### config.mk
export PLATFORM = sky130hd
export DESIGN_NAME = converter_f2i
export DESIGN_NICKNAME = d
export VERILOG_FILES = /design/src/rtl/converter_f2i.sv
export SDC_FILE = /design/constraint.sdc
export NUM_CORES = 1
export LEC_CHECK = 0
export CAP_MARGIN = 20
export CORE_ASPECT_RATIO = 0.7
export CORE_MARGIN = 5
export CORE_UTILIZATION = 44
export DETAILED_ROUTE_END_ITERATION = 10
export PLACE_DENSITY = 0.64
export SLEW_MARGIN = 10
export SYNTH_ARGS = -nofsm -noshare
export SYNTH_HDL_FRONTEND = slang
export SYNTH_SLANG_ARGS = --single-unit
### constraint.sdc
create_clock -name i_CLK -period 2.6 [get_ports i_CLK]
set_clock_uncertainty 0.05 [all_clocks]
set_input_delay 0.39 -clock i_CLK [delete_from_list [all_inputs] [get_ports i_CLK]]
set_output_delay 0.39 -clock i_CLK [all_outputs]
set_load 0.03 [all_outputs]
### src/rtl/converter_f2i.sv
// Float-to-integer converter: takes an IEEE-754 single-precision operand and
// returns the 32-bit two's-complement integer, truncated toward zero.
// Out-of-range inputs saturate (SAT_EN=1) or return 0x80000000 (SAT_EN=0).
// STB/ACK handshake on both sides; one operand in flight at a time.
//
// state    | meaning
// GET_A    | idle, offer o_A_ACK and wait for an operand
// UNPACK   | split the operand into sign, unbiased exponent, mantissa
// CLASSIFY | zero/small -> 0, Inf/NaN/too large -> saturate, else shift
// SHIFT    | align the mantissa right one bit per clock until e reaches 31
// SIGN     | apply the sign (two's-complement negate)
// PUT_Z    | present o_Z with o_Z_STB until the consumer acks
module converter_f2i #(
  parameter bit SAT_EN = 1'b1
) (
  input  logic        i_CLK,
  input  logic        i_RST,
  input  logic [31:0] i_A,
  input  logic        i_A_STB,
  output logic        o_A_ACK,
  output logic [31:0] o_Z,
  output logic        o_Z_STB,
  input  logic        i_Z_ACK
);

  typedef enum logic [2:0] {
    GET_A    = 3'd0,
    UNPACK   = 3'd1,
    CLASSIFY = 3'd2,
    SHIFT    = 3'd3,
    SIGN     = 3'd4,
    PUT_Z    = 3'd5
  } state_t;

  state_t             state_q, state_d;
  logic        [31:0] a_q, a_d;
  logic               s_q, s_d;
  logic signed [8:0]  e_q, e_d;
  logic        [31:0] m_q, m_d;
  logic        [31:0] r_q, r_d;
  logic        [31:0] z_q, z_d;
  logic               a_ack_q, a_ack_d;
  logic               z_stb_q, z_stb_d;

  logic               exp_zero;
  logic               exp_ones;
  logic               is_nan;
  logic        [31:0] sat_val;

  // Operand classification and the saturation value for this operand.
  // NaN never picks the positive limit, whatever its sign bit says.
  always_comb begin
    exp_zero = (a_q[30:23] == 8'h00);
    exp_ones = (a_q[30:23] == 8'hFF);
    is_nan   = exp_ones && (a_q[22:0] != 23'd0);
    if (!SAT_EN || is_nan || s_q) begin
      sat_val = 32'h8000_0000;
    end else begin
      sat_val = 32'h7FFF_FFFF;
    end
  end

  // Next-state and datapath logic; handshake flags default low so they are
  // only ever high in their own state.
  always_comb begin
    state_d = state_q;
    a_d     = a_q;
    s_d     = s_q;
    e_d     = e_q;
    m_d     = m_q;
    r_d     = r_q;
    z_d     = z_q;
    a_ack_d = 1'b0;
    z_stb_d = 1'b0;
    unique case (state_q)
      GET_A: begin
        a_ack_d = 1'b1;
        if (a_ack_q && i_A_STB) begin
          a_d     = i_A;
          a_ack_d = 1'b0;
          state_d = UNPACK;
        end
      end
      UNPACK: begin
        s_d     = a_q[31];
        e_d     = $signed({1'b0, a_q[30:23]}) - 9'sd127;
        m_d     = {1'b1, a_q[22:0], 8'h00};
        state_d = CLASSIFY;
      end
      CLASSIFY: begin
        if (exp_zero || (e_q < 9'sd0)) begin
          r_d     = 32'd0;
          state_d = SIGN;
        end else if (exp_ones || (e_q > 9'sd30)) begin
          // Also covers exactly -2^31, whose correct result is the limit.
          r_d     = sat_val;
          state_d = PUT_Z;
        end else begin
          state_d = SHIFT;
        end
      end
      SHIFT: begin
        if (e_q < 9'sd31) begin
          m_d = m_q >> 1;
          e_d = e_q + 9'sd1;
        end else begin
          r_d     = m_q;
          state_d = SIGN;
        end
      end
      SIGN: begin
        r_d     = s_q ? (~r_q + 32'd1) : r_q;
        state_d = PUT_Z;
      end
      PUT_Z: begin
        z_stb_d = 1'b1;
        z_d     = r_q;
        if (z_stb_q && i_Z_ACK) begin
          z_stb_d = 1'b0;
          state_d = GET_A;
        end
      end
      default: begin
        state_d = GET_A;
      end
    endcase
  end

  // State and datapath registers with synchronous reset.
  always_ff @(posedge i_CLK) begin
    if (i_RST) begin
      state_q <= GET_A;
      a_q     <= 32'd0;
      s_q     <= 1'b0;
      e_q     <= 9'sd0;
      m_q     <= 32'd0;
      r_q     <= 32'd0;
      z_q     <= 32'd0;
      a_ack_q <= 1'b0;
      z_stb_q <= 1'b0;
    end else begin
      state_q <= state_d;
      a_q     <= a_d;
      s_q     <= s_d;
      e_q     <= e_d;
      m_q     <= m_d;
      r_q     <= r_d;
      z_q     <= z_d;
      a_ack_q <= a_ack_d;
      z_stb_q <= z_stb_d;
    end
  end

  assign o_A_ACK = a_ack_q;
  assign o_Z     = z_q;
  assign o_Z_STB = z_stb_q;

endmodule

==> results.sh <==
export IMPL_run_status="finished, final reports clean"
export IMPL_post_route_wl_um=17700
export IMPL_startpoint_to_endpoint_class_of_the_critical_path="flop to flop"
export IMPL_layout_cells_non_filler=1099
export IMPL_timing_hold_worst_start="o_Z[18]"
export IMPL_ys_types=59
export IMPL_cts_buffers_inserted=17
export IMPL_tightest_slew_ns=0.643
export IMPL_ys_seq_area_share_pct=43.1
export IMPL_report_power_total_w=0.00937
export IMPL_drt_antenna_violating_nets=0
export IMPL_global_route_usage_total_pct=20.3
export IMPL_critPathLaunchType="flop"
export IMPL_place_worst_setup_slack_ns=0.223
export IMPL_synth_area_leader_cell="dfxtp_1"
export IMPL_worst_path_stages=8
export IMPL_num_nets_final=932
export IMPL_synth_common_cells="nand2_1 (221), dfxtp_1 (143), a21oi_1 (92), nor2_1 (73), clkbuf_1 (49)"
export IMPL_cts_sinks=143
export IMPL_critical_path_n_buffers_inverters=2
export IMPL_first_iter_violations=489
export IMPL_yosysTopAreaCellShare_pct=43.1
export IMPL_critical_path_max_stage_delay_ns=0.43
export IMPL_design_die_area_um2=17700
export IMPL_synth_area_top_cells="dfxtp_1 (43%), nand2_1 (13%), a21oi_1 (6.9%), a311oi_1 (4.8%), nor2_1 (4.1%)"
export IMPL_synth_async_reset_ratio_pct=0
export IMPL_grt_pass1_vias=5724
export IMPL_setup_total_negative_slack_ns=0
export IMPL_final_min_clock_period_ns=2.40
export IMPL_clock_tree_htree_level_count=4
export IMPL_final_period_utilization_pct=92.4
export IMPL_yosysWarningCount=0
export IMPL_peakVddDrop_mv=0.745
export IMPL_wire_length_of_the_first_global_routing_pass_um=29200
export IMPL_first_pass_iters=5
export IMPL_latest_clock_arrival_within_the_worst_skew_pair_ns=0.42
export IMPL_synth_edff_count=0
export IMPL_core_area_um2=14700
export IMPL_design_area_um2=8130
export IMPL_synth_ff_latch_count=143
export IMPL_hpwlAfterDp_um=12200
export IMPL_drive_gt1_share_pct=8.85
export IMPL_grt_setup_unrepaired="false"
export IMPL_synth_nets=887
export IMPL_grt_antenna_before_repair=0
export IMPL_routedWlPerCell_um=16.1
export IMPL_core_rowCount=37
export IMPL_ctsLongestPathBuffers=2
export IMPL_worst_ep_arrival_time_ns=2.67
export IMPL_initial_utilization_pct=45.1
export IMPL_design_portCount=70
export IMPL_tritoncts_clock_tree="done"
export IMPL_via_count=6130
export IMPL_max_cap_violations=0
export IMPL_cts_resized=0
export IMPL_clock_tree_root_cell="clkbuf_16"
export IMPL_dominantRegCellSynth="dfxtp_1"
export IMPL_synthesis_area_um2=6640
export IMPL_detail_route_drc_violations=0
export IMPL_via_per_inst=5.58
export IMPL_post_cts_setup_buffers=0
export IMPL_dpl_cell_count=1067
export IMPL_maxClockFrequency_mhz=416
export IMPL_number_of_antenna_diodes=0
export IMPL_timing_max_transition_violations_final=0
export IMPL_endpoint_kind="flop"
export IMPL_synthMostInstantiatedCell="nand2_1"
export IMPL_rr_startpoint="a_q[24]"
export IMPL_dpl_cell_area_um2=7520
export IMPL_area_growth_synth_to_final_pct=22.5
export IMPL_cp_cell_sequence="inv_1 > ha_1 > nor4b_4 > a2111oi_4 > inv_2 > or3_1 > and3_4 > a221oi_1"
export IMPL_cpMaxStageDelayCell="dfxtp_1"
export IMPL_final_report_hold_violation_count=0
export IMPL_power_density_nw_per_um2=1150
export IMPL_whs_path_depth=2
export IMPL_synthCells=846
export IMPL_die_h_um=113
export IMPL_hold_path_class="flop to flop"
export IMPL_numPortBuffers=69
export IMPL_grt_start_max_net_pins=56
export IMPL_static_power_due_to_leakage_nw=2.65
export IMPL_die_w_um=157
export IMPL_worst_endpoint_required_ns=2.87
export IMPL_fillerInstances=1353
export IMPL_reg2regPathDepth=8
export IMPL_gp_routability_congestion=0.891
export IMPL_setup_ws_ns=0.199
export IMPL_path_max_fanout=29
export IMPL_cp_top_family="simple AND/OR/NAND/NOR gates"
export IMPL_timing_critical_path_from="a_q[24]"
export IMPL_grt_remaining_overflow=0
export IMPL_timing_slew_headroom_pct=57.1
export IMPL_postCtsHoldBufs=0
export IMPL_setup_viol=0
export IMPL_clkSlewWorstSetupHoldPaths_ns=0.06
export IMPL_synthesis_area_per_instance_um2=7.84
-- logic make-up after synthesis --
| kind of cell | Yosys count | synth area share (%) |
|---|---|---|
| XOR/XNOR | 25 | 3.30 |
| flip-flops | 143 | 43.1 |
| AND/OR/NAND/NOR | 399 | 27.2 |
| adder cells (fa/ha/maj) | 5 | 0.943 |
| AO/OA/AOI/OAI | 201 | 20.9 |
| buffers and inverters | 73 | 4.56 |
-- cell usage in the layout (no fill, tap or decap), types with 5 or more instances in the layout --
master / netlist / layout
a21oi_1: 92 / 92
nor4_2: 6 / 6
nand2b_1: 10 / 10
clkdlybuf4s50_1: 0 / 68
a311oi_2: 10 / 10
o21ai_0: 14 / 14
xor2_1: 8 / 8
buf_4: 2 / 18
nand2_1: 221 / 221
o21ai_1: 8 / 8
inv_1: 9 / 9
a311oi_1: 36 / 36
nor2_1: 73 / 73
nor4_1: 13 / 13
a22oi_1: 8 / 8
a211oi_1: 9 / 9
nor3_1: 12 / 12
dfxtp_1: 143 / 143
nand3_1: 23 / 23
and3_1: 9 / 9
or3_1: 8 / 8
clkbuf_16: 0 / 17
ha_1: 5 / 5
xnor2_1: 17 / 17
-- routing by layer --
layer	vias up	part of all wire, %	GRT usage (%)
met5	-	0	0
met4	0	0.80	4.57
met3	13	6.1	4.43
met2	198	41	29.1
met1	2857	52	31.0
li1	3062	-	-
-- worst paths after layout --
check	to	slack, ns
min	o_Z[18]	0.40
max	r_q[1]	0.20
max reg2reg	r_q[1]	0.20
min reg2reg	o_Z[18]	0.40
-- layout make-up --
type	instances	area [um^2]	area share, %
Multi-Input combinational cell	630	3500	43.1
Clock inverter	12	135	1.66
Sequential cell	143	2860	35.2
Inverter	10	37.5	0.462
Tap cell	195	244	3.00
Timing Repair Buffer	89	876	10.8
Clock buffer	20	467	5.74
-- worst reg2reg max path: stages (launching register included) --
cell       delay (ns)
dfxtp_1          0.43
inv_1            0.07
ha_1             0.18
nor4b_4          0.14
a2111oi_4        0.35
inv_2            0.05
or3_1            0.38
and3_4           0.33
a221oi_1         0.31
-- stage by stage --
| step | hold slack [ns] | utilization, % |
|---|---|---|
| floorplan | 0.382 | - |
| global placement | 0.391 | 51.1 |
| detailed placement | 0.397 | 51.1 |
| CTS | 0.405 | 55.1 |
| global route | 0.423 | 55.2 |
| finish | 0.404 | 55.2 |
-- power by group --
| part | internal [W] | switching (W) | total (W) |
|---|---|---|---|
| logic | 0.00160 | 0.00222 | 0.00382 |
| registers | 0.00261 | 0.000479 | 0.00309 |
| clock network | 0.00149 | 0.000957 | 0.00245 |
| total | 0.00571 | 0.00366 | 0.00937 |
-- flip-flops by register name, summed over array words and instances, names as in the netlist --
| signal | count |
|---|---|
| o_A_ACK | 1 |
| m_q | 32 |
| r_q | 32 |
| a_q | 32 |
| e_q | 9 |
| state_q | 3 |
| o_Z | 32 |
| s_q | 1 |
| o_Z_STB | 1 |
Power figures use the tool's default switching activity.
